--- src/rtl/instr_fetch_unit.sv ---
// Instruction fetch sequencer for the 8080 core: reads opcode plus 0-2 immediate
// bytes at the PC, pulses the PC increment per byte, and hands the instruction on.
module instr_fetch_unit #(
  parameter int PC_SETTLE = 1,
  parameter int ADDR_W    = 16,
  parameter int DATA_W    = 8
) (
  input  logic                  clk_i,
  input  logic                  rst_ni,
  input  logic                  start_i,
  input  logic                  flush_i,
  input  logic [ADDR_W-1:0]     pc_addr_i,
  output logic                  pc_inc_o,
  output logic [ADDR_W-1:0]     mem_addr_o,
  output logic                  mem_rd_o,
  input  logic                  mem_ready_i,
  input  logic [DATA_W-1:0]     mem_data_i,
  output logic [DATA_W-1:0]     opcode_o,
  output logic [2*DATA_W-1:0]   imm_o,
  output logic [1:0]            len_o,
  output logic                  instr_valid_o,
  input  logic                  instr_ack_i,
  output logic                  busy_o
);

  typedef enum logic [2:0] {
    IDLE,
    FETCH,
    INC,
    SETTLE,
    DONE
  } state_e;

  localparam logic [1:0] SETTLE_LAST = 2'(PC_SETTLE - 1);

  state_e      state_q;
  state_e      state_d;
  logic [1:0]  byte_idx_q;
  logic [1:0]  settle_cnt_q;
  logic        start_fetch;
  logic        byte_done;
  logic        next_byte;
  logic        more_bytes;
  logic [2:0]  next_count;
  logic [1:0]  decoded_len;

  // 8080 instruction length from the opcode alone
  function automatic logic [1:0] decode_len(input logic [7:0] op);
    logic [1:0] len;
    len = 2'd1;
    if (((op & 8'hCF) == 8'h01) || (op == 8'h22) || (op == 8'h2A) ||
        (op == 8'h32) || (op == 8'h3A) || ((op & 8'hC7) == 8'hC2) ||
        (op == 8'hC3) || (op == 8'hCB) || ((op & 8'hC7) == 8'hC4) ||
        (op == 8'hCD) || (op == 8'hDD) || (op == 8'hED) || (op == 8'hFD)) begin
      len = 2'd3;
    end else if (((op & 8'hC7) == 8'h06) || ((op & 8'hC7) == 8'hC6) ||
                 (op == 8'hD3) || (op == 8'hDB)) begin
      len = 2'd2;
    end
    return len;
  endfunction

  assign decoded_len = decode_len(mem_data_i[7:0]);
  assign next_count  = {1'b0, byte_idx_q} + 3'd1;
  assign more_bytes  = next_count < {1'b0, len_o};

  always_ff @(posedge clk_i or negedge rst_ni) begin
    if (!rst_ni) begin
      state_q <= IDLE;
    end else begin
      state_q <= state_d;
    end
  end

  // Flush overrides every transition; the strobes only fire on real transitions
  always_comb begin
    state_d     = state_q;
    start_fetch = 1'b0;
    byte_done   = 1'b0;
    next_byte   = 1'b0;
    if (flush_i) begin
      state_d = IDLE;
    end else begin
      unique case (state_q)
        IDLE: begin
          if (start_i) begin
            state_d     = FETCH;
            start_fetch = 1'b1;
          end
        end
        FETCH: begin
          if (mem_ready_i) begin
            state_d   = INC;
            byte_done = 1'b1;
          end
        end
        INC: state_d = SETTLE;
        SETTLE: begin
          if (settle_cnt_q == SETTLE_LAST) begin
            if (more_bytes) begin
              state_d   = FETCH;
              next_byte = 1'b1;
            end else begin
              state_d = DONE;
            end
          end
        end
        DONE: begin
          if (instr_ack_i) begin
            state_d = IDLE;
          end
        end
        default: state_d = IDLE;
      endcase
    end
  end

  always_ff @(posedge clk_i or negedge rst_ni) begin
    if (!rst_ni) begin
      mem_addr_o   <= '0;
      opcode_o     <= '0;
      imm_o        <= '0;
      len_o        <= '0;
      byte_idx_q   <= '0;
      settle_cnt_q <= '0;
    end else begin
      if (start_fetch) begin
        mem_addr_o <= pc_addr_i;
        imm_o      <= '0;
        len_o      <= '0;
        byte_idx_q <= '0;
      end
      // The PC has already advanced by the time SETTLE ends
      if (next_byte) begin
        mem_addr_o <= pc_addr_i;
        byte_idx_q <= byte_idx_q + 2'd1;
      end
      if (byte_done) begin
        unique case (byte_idx_q)
          2'd0: begin
            opcode_o <= mem_data_i;
            len_o    <= decoded_len;
          end
          2'd1:    imm_o[DATA_W-1:0]        <= mem_data_i;
          default: imm_o[2*DATA_W-1:DATA_W] <= mem_data_i;
        endcase
      end
      if ((state_q == SETTLE) && (state_d == SETTLE)) begin
        settle_cnt_q <= settle_cnt_q + 2'd1;
      end else begin
        settle_cnt_q <= '0;
      end
    end
  end

  assign mem_rd_o      = (state_q == FETCH);
  assign pc_inc_o      = (state_q == INC);
  assign instr_valid_o = (state_q == DONE);
  assign busy_o        = (state_q != IDLE);

endmodule

--- config.mk ---
export PLATFORM = sky130hd
export DESIGN_NAME = instr_fetch_unit
export DESIGN_NICKNAME = d
export VERILOG_FILES = /design/src/rtl/instr_fetch_unit.sv
export SDC_FILE = /design/constraint.sdc
export NUM_CORES = 1
export LEC_CHECK = 0
export CAP_MARGIN = 20
export CORE_UTILIZATION = 41
export DETAILED_ROUTE_END_ITERATION = 10
export PLACE_DENSITY = 0.85
export SYNTH_ARGS = -nofsm -noshare
export SYNTH_HDL_FRONTEND = slang
export SYNTH_SLANG_ARGS = --single-unit
--- constraint.sdc ---
create_clock -name clk_i -period 2.35 [get_ports clk_i]
set_input_delay 0.3525 -clock clk_i [delete_from_list [all_inputs] [get_ports clk_i]]
set_output_delay 0.3525 -clock clk_i [all_outputs]
set_load 0.1 [all_outputs]
# --- Yosys cells after proc, flatten, opt, wreduce, memory -nomap -nowiden ---
# Index checks and enable logic that the tools add are counted.
totals:
  word_cells: 88
  rom_bits: 0
  latch_bits: 0
  ff_bits: 49
  input_bits: 30
  mem_bits_rw: 0
  mem_count: 0
op_classes:
  n_addsub: 3
  mul: 0
  bitwise_logic: 0
  shift: 0
  muxes: 31
  order_cmp: 1
  n_reduce_logical: 23
  n_eq_ne: 23
  div_mod_pow: 0
op_table:
  columns: ["cell", "count"]
  rows:
  - ["8-bit equality test (second input constant)", 8]
  - ["16-bit two-way mux", 4]
  - ["8-bit by 6-bit equality test with 1-bit output (second input constant)", 4]
  - ["3-bit two-way mux", 6]
  - ["2-bit two-way mux", 8]
  - ["8-bit two-way mux", 2]
  - ["5-bit equality test (second input constant)", 3]
  - ["1-bit logical OR", 15]
  - ["3-bit case mux with 5 select lines", 1]
  - ["1-bit two-way mux", 10]
  - ["3-bit by 2-bit equality test with 1-bit output (second input constant)", 3]
  - ["6-bit by 1-bit equality test with 1-bit output (second input constant)", 1]
  - ["5-bit by 3-bit equality test with 1-bit output (second input constant)", 1]
  - ["2-bit by 1-bit adder with 2-bit output (second input constant)", 2]
  - ["2-bit zero test", 2]
  - ["2-bit by 1-bit adder with 3-bit output (second input constant)", 1]
  - ["3-bit by 1-bit equality test with 1-bit output (second input constant)", 1]
  - ["3-bit equality test (second input constant)", 1]
  - ["3-bit zero test", 1]
  - ["3-bit by 2-bit < comparator with 1-bit output", 1]
  - ["3-bit nonzero test", 1]
  - ["2-bit by 1-bit equality test with 1-bit output (second input constant)", 1]
  - ["2-bit AND reduction", 1]
  - ["2-bit nonzero test", 1]
  - ["2 further kinds", 2]

# --- Logic depth before layout (Yosys ltp) ---
# Gate-level depths: netlist of the first run.
depth:
  depth_word: 16
  depth_mapped: 8
  ltp_nobuf: 6

# --- Worst setup path before layout of the first run ---
# OpenSTA, ideal clock, no wires.
synth_timing:
  kind: "register -> register"
  from: "register state_q[0]"
  to: "register state_q[2]"
  t_arrival_ns: 3.084
  path_slack_ns: -0.815
  stages_incl_launch_ff: 5
  path_cell_list: "dfrtp_1 > buf_4 > nor3b_1 > a2bb2oi_1 > nor2_1"
synth_via:
  elab_chain_cells: 3
  word_cells_on_any_way: 7
synth_lines:
  columns: ["element", "line_no", "rtl"]
  rows:
  - ["from (decl)", "36", "state_e state_q;"]
  - ["from (signal assigned)", "71", "state_q <= state_d;"]
  - ["3-bit equality test", null, null]
  - ["net instr_valid_o", "21", "output logic instr_valid_o,"]
  - ["3-bit case mux with 5 select lines", "84", "unique case (state_q)"]
  - ["3-bit two-way mux", "81", "if (flush_i) begin"]
  - ["net state_d[2]", "37", "state_e state_d;"]
# The timed path passes the listed nets, and every way through them passes these cells.
# A chain may end at the register's enable or synchronous reset.

# --- Worst setup path after layout of the first run ---
layout_timing:
  from: "register byte_idx_q[1]"
  to: "register mem_addr_o[0]"
layout_via:
  elab_chain_cells: 7
  word_cells_on_any_way: 8
layout_lines:
  columns: ["element", "line_no", "rtl"]
  rows:
  - ["from (decl)", "38", "logic [1:0] byte_idx_q;"]
  - ["from (signal assigned)", "136", "byte_idx_q <= byte_idx_q + 2'd1;"]
  - ["2-bit by 1-bit adder with 3-bit output *", "64", "assign next_count = {1'b0, byte_idx_q} + 3'd1;"]
  - ["3-bit by 2-bit < comparator with 1-bit output *", "65", "assign more_bytes = next_count < {1'b0, len_o};"]
  - ["1-bit two-way mux *", "100", "if (more_bytes) begin"]
  - ["1-bit two-way mux *", "99", "if (settle_cnt_q == SETTLE_LAST) begin"]
  - ["1-bit two-way mux *", "84", null]
  - ["1-bit two-way mux *", "81", null]
  - ["16-bit two-way mux or 2-bit nonzero test (tied branches)", null, null]
  - ["to (signal assigned)", "128", "mem_addr_o <= pc_addr_i;"]
  - ["to (signal assigned)", "135", "mem_addr_o <= pc_addr_i;"]
  - ["to (decl)", "14", "output logic [ADDR_W-1:0] mem_addr_o,"]
# Mark *: on every way between the ends. The rest lies on a longest branch, timed or not.

==> results.md, run 1 <==
* Status: finished clean
* Non-Filler Instances at 346
* F_max at around 0.45 GHz
* Post-synth ARST share at 1.00
* Critical path launch point type: flop
* CTS Buf Count at 5
* Worst IR Drop VDD at roughly 670 µV
* Max-Cap Viols at 0
* Fin crit share at 0.945
* CTS tree: done
* Final hold violations at 0
* Crit end category: flop
* Post-Syn Area at 2290 µm²
* Width of the die at 76.7 µm
* DP Cell Count at 338
* Setup TNS at 0 ns
* Clk_skew at between 0.008 and 0.009 ns
* Power Internal at 0.00177 W
* DIE HEIGHT at 76.7 µm
* Setup repair bufs after CTS at 0
* NetSw at approximately 0.0018 W
* Total power at around 0.0035 W
* DP HPWL at 3630 µm
* Clk slew on worst S/H paths at approximately 0.10 ns
* Post-synth EDFFs at 0
* Initial antenna violation count at 0
* Dpl cell area at 3030 µm²
* Crit path kind: reg2reg
* Register share of total power at 0.309
* Synth unique cells at 40
* CTS sink cnt at 49
* N_diodes at 0
* Crit-path cells: fa_1 > nor2b_4 > a2111oi_4 > nor2_4 > mux2_2
* Slew Limit Headroom at 0.599
* Seq/Total Area, Yosys at 0.536
* Root Buffer: clkbuf_8
* Maximum buffer depth of the clock tree at 2
* CP endpoint: mem_addr_o[0]
* Lkg Pwr at between 1 and 1.5 nW
* Largest net degree at the start of global routing at 50
* Clk Latency, worst-skew pair at 0.30 ns
* Most frequent cells in the layout: buf_4, dfrtp_1, nand2_1
* Crit-path leading delay family: simple AND/OR/NAND/NOR gates
* Critical path's slowest cell: fa_1
* Commonest non-fill, non-tap cell in the layout: buf_4
* P&R area growth vs syn at 37.8%
* Layout cell share with drive strength beyond 1 at 0.351
* Sw Ratio at 0.501
* Top Ports at 76
* Combinational share of power at 0.514
* Vias in the first global route at 1,745
* Hold Buf Count CTS at 0
* CP startpoint: byte_idx_q[1]
* Worst EP required at 2.54 ns
* Avg Inst Size Synth at 11.6 µm²
* Reg-to-reg critical path endpoint: mem_addr_o[0]
* Synth Flop Type: dfrtp_1
* First-pass GRT wire length at about 8400 µm
* Core area at 5240 µm²
* WP buf/inv at 0
* Worst-Margin Slew at about 0.60 ns
* DRC Markers at 0
* Initial Util at 0.436
* Min Clock Period, post-route at 2.22 ns
* R2r setup slk at 0.13 ns
* CP max FO at 17
* Vias at 1,738
* Die area at between 5000 and 6000 µm²
* YS warnings at 0
* Seq cells post-synth at 49
* ANT nets after route at 0
* Rows at 26
* Number of nets in the layout at 310
* Vias/cell at 5.02
* Final instance area at ~3100 µm²
* Iter 0 DRT Violations at about 130
* R2r startpoint: byte_idx_q[1]
* Cell depth of the worst setup path at 5
* Pre-Repair DR Iteration Count at 4
* RSZ-0062 raised after global routing: false
* Setup violations, final at 0
* Total grt overflow at 0
* Drt total wl at 4930 µm
* CP max stage delay at 0.55 ns
* Per-cell routed wire length at ~14 µm
* Max Slew Vio Count at 0
* Synth Instances at 197
* Syn_nets at 232
* H-tree depth at 2
* Port Buf Inserts at 75
* GPL Wtd Cong at approximately 0.84
* Gr usage total at 0.178
* Clock power share at 0.177
* Worst Path Arrival at 2.41 ns
* R2r worst-path depth at 5
* Hold WC Path Type: in2async
* PwrDens at 1130 nW/µm²
==> state kept, by name (all words and copies together) (netlist names) <==
name,count
imm_o,16
mem_addr_o,16
len_o,2
byte_idx_q,2
opcode_o,8
settle_cnt_q,2
state_q,3
==> routing by layer <==
layer / vias up / share of wire / GRT usage
met3: 7 / 0.054 / 0.0440
li1: 835 / - / -
met1: 838 / 0.43 / 0.228
met5: - / 0 / 0
met4: 0 / 0.012 / 0.0577
met2: 58 / 0.50 / 0.296
==> worst min-delay path by stage <==
stage / cells past startpoint / slack, ns / to / startpoint
floorplan: 0 / 0.06 / byte_idx_q[0] / rst_ni
detailed placement: 2 / 0.36 / imm_o[1] / rst_ni
global route: 2 / 0.04 / state_q[2] / rst_ni
CTS: 2 / 0.04 / state_q[2] / rst_ni
finish: 2 / 0.02 / imm_o[15] / rst_ni
global placement: 2 / 0.36 / imm_o[2] / rst_ni
==> cells in the mapped netlist (2+ instances only) <==
library cell   n  share of area
nand2b_1       3         0.0082
ha_1           4          0.022
buf_6          3          0.015
nor2_1         6         0.0099
inv_1          7          0.011
o21ai_0       18          0.039
nor3_1         5          0.011
and4_1         3          0.011
nor2b_1        2         0.0055
and4b_1        2         0.0088
mux2_4         9          0.059
dfrtp_1       49           0.54
a21oi_1        3         0.0066
buf_2          2         0.0044
mux2_2        16          0.079
nand2_1       38          0.062
clkbuf_1       4         0.0066
==> repair_timing <==
action                                  CTS  global route
hold endpoints to repair                  0             0
gates resized for setup                   0             0
endpoints found under the setup margin    0            15
==> kinds of logic after synthesis <==
kind of cell | after synthesis | share of synthesized area
AOI/OAI and AO/OA | 32 | 0.0942
buffers and inverters | 17 | 0.0405
muxes | 25 | 0.138
and+or+nand+nor | 69 | 0.160
DFF | 49 | 0.536
adders and majority gates | 5 | 0.0307
==> power by group through the flow <==
stage	clock, W	combinational, W	sequential [W]
after detailed placement	0	0.00183	0.00111
after global placement	0	0.00181	0.00111
after floorplan	0	0.000310	0.00222
after CTS	0.000638	0.00183	0.00110
after global routing	0.000670	0.00187	0.00113
final	0.000628	0.00182	0.00110
==> metrics by stage <==
step | worst slack (ns) | hold WS, ns | util
global placement | 0.164 | 0.356 | 0.578
detailed placement | 0.0980 | 0.359 | 0.578
floorplan | -0.0400 | 0.0569 | -
CTS | 0.0747 | 0.0392 | 0.601
finish | 0.129 | 0.0244 | 0.601
global route | 0.00435 | 0.0422 | 0.601
==> cell type report <==
type                            count  area, µm²
Clock buffer                        6       82.6
Tap cell                           70       87.6
Clock inverter                      2       37.5
Inverter                            7       26.3
Fill cell                         430       2090
Multi-Input combinational cell    131        985
Sequential cell                    49       1230
Timing Repair Buffer               81        701
Power figures use the tool's default switching activity.
==> run 2: changes to the inputs <==
REMOVE_ABC_BUFFERS = 1   (was default)
SKIP_CTS_REPAIR_TIMING = 1   (was default)
==> run 2 against run 1 <==
Against the previous run: first-iteration DRC count decreased by 34%; largest cell class unchanged; largest power group unchanged; die area unchanged; global-route usage decreased by 0.42 points; hold slack lost 0.015 ns; power is 3.9% lower; sequential share of layout area grew 0.37 points; sequential power about the same; clock-buffer cell count unchanged; clock power fell by 21%.
==> results.md, run 2 (synthesis gave the netlist of run 1 again) <==
* RSZ-0062 raised after global routing: false
* Root Buffer: clkbuf_8
* CP max FO at 16 (-1)
* WP buf/inv at 1 (+1)
* Crit path kind: reg2reg
* R2r startpoint: byte_idx_q[0]
* Register share of total power at 0.321 (+0.012)
* Die area at 5880 µm² (unchanged)
* GPL Wtd Cong at 0.764 (-9.0%)
* Clk_skew at 0.0122 ns (+0.00357 ns)
* Vias in the first global route at 1,681 (-3.7%)
* Clk Latency, worst-skew pair at 0.30 ns (about the same)
* Pre-Repair DR Iteration Count at 4 (unchanged)
* ANT nets after route at 0 (unchanged)
* Number of nets in the layout at 310 (unchanged)
* Critical path's slowest cell: fa_1
* Initial antenna violation count at 0 (unchanged)
* H-tree depth at 2 (unchanged)
* Total grt overflow at 0 (unchanged)
* F_max at 0.453 GHz (+0.68%)
* Initial Util at 0.436 (unchanged)
* Critical path launch point type: flop
* Maximum buffer depth of the clock tree at 2 (unchanged)
* Per-cell routed wire length at 14.0 µm (-1.4%)
* Width of the die at 76.7 µm (unchanged)
* Layout cell share with drive strength beyond 1 at 0.335 (-0.0169)
* Max-Cap Viols at 0 (unchanged)
* Worst EP required at 2.54 ns (about the same)
* Clock power share at 0.145 (-0.032)
* Lkg Pwr at 1.44 nW (-1.6%)
* Crit-path leading delay family: adder cells
* Vias/cell at 4.97 (-0.98%)
* Layout Utilization at 0.594 (-0.00741)
* PwrDens at 1100 nW/µm² (-2.7%)
* N_diodes at 0 (unchanged)
* Top Ports at 76 (unchanged)
* CTS sink cnt at 49 (unchanged)
* Core area at 5240 µm² (unchanged)
* Dpl cell area at 3020 µm² (-0.29%)
* Min Clock Period, post-route at 2.21 ns (-0.0150 ns)
* CTS tree: done
* Worst Path Arrival at 2.40 ns (about the same)
* Worst-Margin Slew at 0.569 ns (-0.0326 ns)
* Status: finished clean
* NetSw at 0.00175 W (-1.3%)
* Gr usage total at 0.174 (-0.00424)
* Vias at 1,716 (-1.3%)
* Final hold violations at 0 (unchanged)
* Fin crit share at 0.939 (-0.00640)
* DP Cell Count at 338 (unchanged)
* Biggest regs: imm_o (16), mem_addr_o (16), opcode_o (8)
* Largest net degree at the start of global routing at 50 (unchanged)
* Rows at 26 (unchanged)
* Crit end category: flop
* Sw Ratio at 0.515 (+0.0132)
* Crit-path cells: fa_1 > nor2b_1 > a2111oi_4 > nor2_2 > buf_12 > mux2_2
* CP startpoint: byte_idx_q[0]
* Hold WC Path Type: in2async
* DIE HEIGHT at 76.7 µm (unchanged)
* Iter 0 DRT Violations at 83 (-34%)
* P&R area growth vs syn at 36.1%
* DRC Markers at 0 (unchanged)
* Most frequent cells in the layout: dfrtp_1, buf_4, nand2_1
* First-pass GRT wire length at 8170 µm (-2.2%)
* Worst IR Drop VDD at 781 µV (+17%)
* Drt total wl at 4850 µm (-1.6%)
* Setup violations, final at 0 (unchanged)
* Setup TNS at 0 ns (unchanged)
* Non-Filler Instances at 345 (-0.29%)
* Clk slew on worst S/H paths at 0.09 ns (about the same)
* Combinational share of power at 0.535 (+0.021)
* Final instance area at 3110 µm² (-1.2%)
* Port Buf Inserts at 75 (unchanged)
* DP HPWL at 3560 µm (-2.1%)
* Slew Limit Headroom at 0.621 (+0.0217)
* CTS Buf Count at 5 (unchanged)
* Power Internal at 0.00166 W (-6.4%)
* CP max stage delay at 0.53 ns (-0.02 ns)
* Max Slew Vio Count at 0 (unchanged)
run 2: cell count changes in the layout (fill, tap and decap cells not counted):
cell	previous run	this run
buf_12	2	3
buf_4	50	49
bufinv_16	1	0
dfrtp_1	48	49
dfrtp_4	1	0
inv_1	6	7
inv_2	1	0
nor2_2	0	1
nor2_4	1	0
nor2b_1	1	2
nor2b_4	1	0
nor3b_1	0	1
nor3b_2	1	0
run 2: path summary, 6_finish.rpt:
path / to / slack, ns / cells after the start
min: opcode_o[0] / 0.009 / 2
min in group clk_i: settle_cnt_q[0] / 0.44 / 1
max in group asynchronous: mem_addr_o[7] / 2.09 / 2
min reg2reg: settle_cnt_q[0] / 0.44 / 1
max reg2reg: mem_addr_o[5] / 0.14 / 6
max: mem_addr_o[5] / 0.14 / 6
run 2: final cells by class:
cell class | count | area [µm²]
clock inverters | 1 | 7.51
repair buffers | 81 | 713
clock buffers | 6 | 82.6
multi-input cells | 131 | 967
fillers | 427 | 2130
inverters | 7 | 26.3
flip-flops and latches | 49 | 1230
well taps | 70 | 87.6
run 2: per-layer routing:
metal | global-route usage | vias up | routed length (µm)
li1 | - | 836 | -
met1 | 0.237 | 834 | 2220
met2 | 0.275 | 46 | 2390
met3 | 0.0417 | 0 | 235
met4 | 0.0519 | 0 | 0
met5 | 0 | - | 0
run 2: power by group through the flow:
stage                     clock network, W  logic [W]  registers [W]
after detailed placement                 0    0.00183        0.00111
after CTS                         0.000509    0.00183        0.00110
after global routing              0.000544    0.00187        0.00112
after global placement                   0    0.00181        0.00111
final                             0.000493    0.00182        0.00109
after floorplan                          0   0.000287        0.00222
run 2: metrics by stage:
step | power [W] | worst slack (ns) | hold WS [ns]
after floorplan | 0.00251 | -0.801 | 0.0569
after global placement | 0.00292 | 0.246 | 0.355
after detailed placement | 0.00294 | 0.142 | 0.357
after CTS | 0.00344 | 0.129 | 0.0295
after global routing | 0.00353 | 0.0160 | 0.0329
final | 0.00341 | 0.144 | 0.00901
==> variant: new RTL, config.mk and constraints of run 2 <==
The 5 states of `state_e` get a one-hot encoding in 5 bits.
--- a/src/rtl/instr_fetch_unit.sv
+++ b/src/rtl/instr_fetch_unit.sv
@@ -25,8 +25,8 @@
 
-  typedef enum logic [2:0] {
-    IDLE,
-    FETCH,
-    INC,
-    SETTLE,
-    DONE
+  typedef enum logic [4:0] {
+    IDLE   = 5'b00001,
+    FETCH  = 5'b00010,
+    INC    = 5'b00100,
+    SETTLE = 5'b01000,
+    DONE   = 5'b10000
   } state_e;
Check against the original RTL: same outputs for any inputs over 10 cycles, from zero or initial values and one cycle with rst_ni low; not proved beyond that.
==> variant against run 2 <==
  * Design area rose by 3.8%
  * Sequential cell count grew 2
  * Power shrank 8.2%
  * Non-clock buffer count up 1
  * Area after synthesis is 2.7% higher
  * Combinational power decreased by 16%
  * Global-route usage is 1.9 points higher
  * Worst setup slack improved by 37 ps
  * Fmax increased by 1.7%
  * Wire length up 8.0%
==> variant: results (changes against run 2) <==
| Metric | Value |
|---|---|
| Worst Skew | `4.817 ps (-7.336 ps)` |
| Placed Instances | `359 (+6.2%)` |
| Mux contribution to synthesized area | `0.08950 (-0.04843)` |
| Peak VDD IR | `0.7008 mV (-10%)` |
| Synth Flop Type | `dfrtp_1` |
| Highest net fanout along the worst path | `18 (+2)` |
| 1st-iter DRT viols | `100 (+20%)` |
| Met2 wire len | `2.527 mm (+5.7%)` |
| Pleak | `0.001533 uW (+6.1%)` |
| Final HPWL DP | `3.811 mm (+7.1%)` |
| Number of global-route vias before repair | `1894 (+13%)` |
| Root Driver | `clkbuf_8` |
| Total Wirelength | `5.235 mm (+8.0%)` |
| Fin cells | `366 (+6.1%)` |
| CTS max path bufs | `2 (unchanged)` |
| Gr ovfl total | `0 (unchanged)` |
| Asr flop ratio synth | `1.000 (unchanged)` |
| Most frequent cells after synthesis | `dfrtp_1 (50), o21ai_0 (27), nand3_1 (23)` |
| Placed cell area | `3138 sq um (+3.9%)` |
| Adder-cell share of the synthesized area | `0.02983 (-0.0008165)` |
| Unique masters post-synth | `42 (+5.0%)` |
| Xor/xnor share of the synthesized area | `0.003729 (+0.003729)` |
| First-pass GRT wire length | `9.039 mm (+11%)` |
| Setup-failing EPs final | `0 (unchanged)` |
| Routed vias/inst | `5.104 (+2.6%)` |
| Post-synthesis compound-gate area fraction | `0.1177 (+0.02360)` |
| Syn avg cell area | `11.08 sq um (-4.5%)` |
| Post-synthesis sequential area ratio | `0.5440 (+0.007555)` |
| RD Place Congestion | `0.8532 (+12%)` |
| WP data arrival | `2360 ps (-40 ps)` |
| Final nets | `329 (+6.1%)` |
| DR WL met3 | `324 um (+38%)` |
| Ranking of synthesized cells by area | `dfrtp_1 (53%), o21ai_0 (5.8%), mux2_4 (5.1%), nand3_1 (4.9%), mux2_2 (3.8%)` |
| Status | `finished clean` |
| Synth warnings | `0 (unchanged)` |
| Proportion of layout cells with a drive suffix above 1 | `0.2823 (-0.05223)` |
| First-pass iteration count of the detailed router | `4 (unchanged)` |
| Largest net degree at the start of global routing | `52 (+4.0%)` |
| Fillers | `468 (+9.6%)` |
| WL met1 | `2.312 mm (+4.1%)` |
| Relative slew margins | `0.5733 (-0.04764)` |
| Gr usage total | `0.1933 (+0.01916)` |
| Uppermost routed layer | `met4` |
| Insertion delay to the later sink of the worst-skew pair | `300 ps (about the same)` |
==> variant: cell count changes in the layout (fill, tap and decap cells not counted), sizes merged, moves of 6 or more <==
cell,delta
nand2,-25
nand3,+23
inv,+11
mux2,-9
o21ai,+9
nand4,+6
==> variant: cells by family after synthesis <==
family,count (synthesis)
multiplexers,16
buffers and inverters,24
AO/OA/AOI/OAI,43
flip-flops,51
XOR/XNOR,1
adder cells (fa/ha/maj),5
AND/OR/NAND/NOR,72
==> variant: path summary, 6_finish.rpt <==
| kind | to | slack, ps | depth (start not counted) | startpoint |
|---|---|---|---|---|
| hold / removal | state_q[3]$_DFF_PN0_ | 150 | 2 | rst_ni |
| hold reg to reg | settle_cnt_q[0]$_DFF_PN0_ | 440 | 1 | settle_cnt_q[0]$_DFF_PN0_ |
| min in group clk_i | settle_cnt_q[0]$_DFF_PN0_ | 440 | 1 | settle_cnt_q[0]$_DFF_PN0_ |
| max in group asynchronous | mem_addr_o[2]$_DFFE_PN0P_ | 1770 | 2 | rst_ni |
| setup reg to reg | mem_addr_o[4]$_DFFE_PN0P_ | 180 | 5 | byte_idx_q[0]$_DFFE_PN0P_ |
| setup / recovery | mem_addr_o[4]$_DFFE_PN0P_ | 180 | 5 | byte_idx_q[0]$_DFFE_PN0P_ |
==> variant: area by class of cell <==
type,count,area [sq um],share of cell area
Clock inverter,1,8.758,0.002712
Sequential cell,51,1277,0.3956
Timing Repair Buffer,82,733.2,0.2270
Clock buffer,6,82.58,0.02557
Tap cell,72,90.09,0.02790
Inverter,17,63.81,0.01976
Multi-Input combinational cell,137,973.4,0.3014
==> variant: worst max-delay path, stage by stage, from the launching register on <==
cell and delay, ps:
dfrtp_1 460, fa_1 550, a31oi_1 190, a32oi_4 310, buf_12 200, mux2_2 340
==> variant: power by group <==
group / leakage (uW) / switching [uW] / total [uW] / internal (uW)
Clock: 0.0000477 / 280 / 517 / 237
Combinational: 0.000817 / 1170 / 1530 / 356
Sequential: 0.000668 / 76.0 / 1090 / 1010
==> variant: layer usage <==
metal | track usage | vias to the layer above
met1 | 0.2386 | 884
met2 | 0.3319 | 61
met3 | 0.04235 | 7
li1 | - | 916
met5 | 0 | -
met4 | 0.06792 | 0
==> variant: through the flow <==
step	utilization	TNS [ps]	setup slack, ps
after floorplan	-	-8141	-496.8
after global placement	0.5699	0	243.5
after detailed placement	0.5699	0	198.1
after CTS	0.5865	0	177.8
after global routing	0.5865	0	57.73
final	0.5865	0	181.0
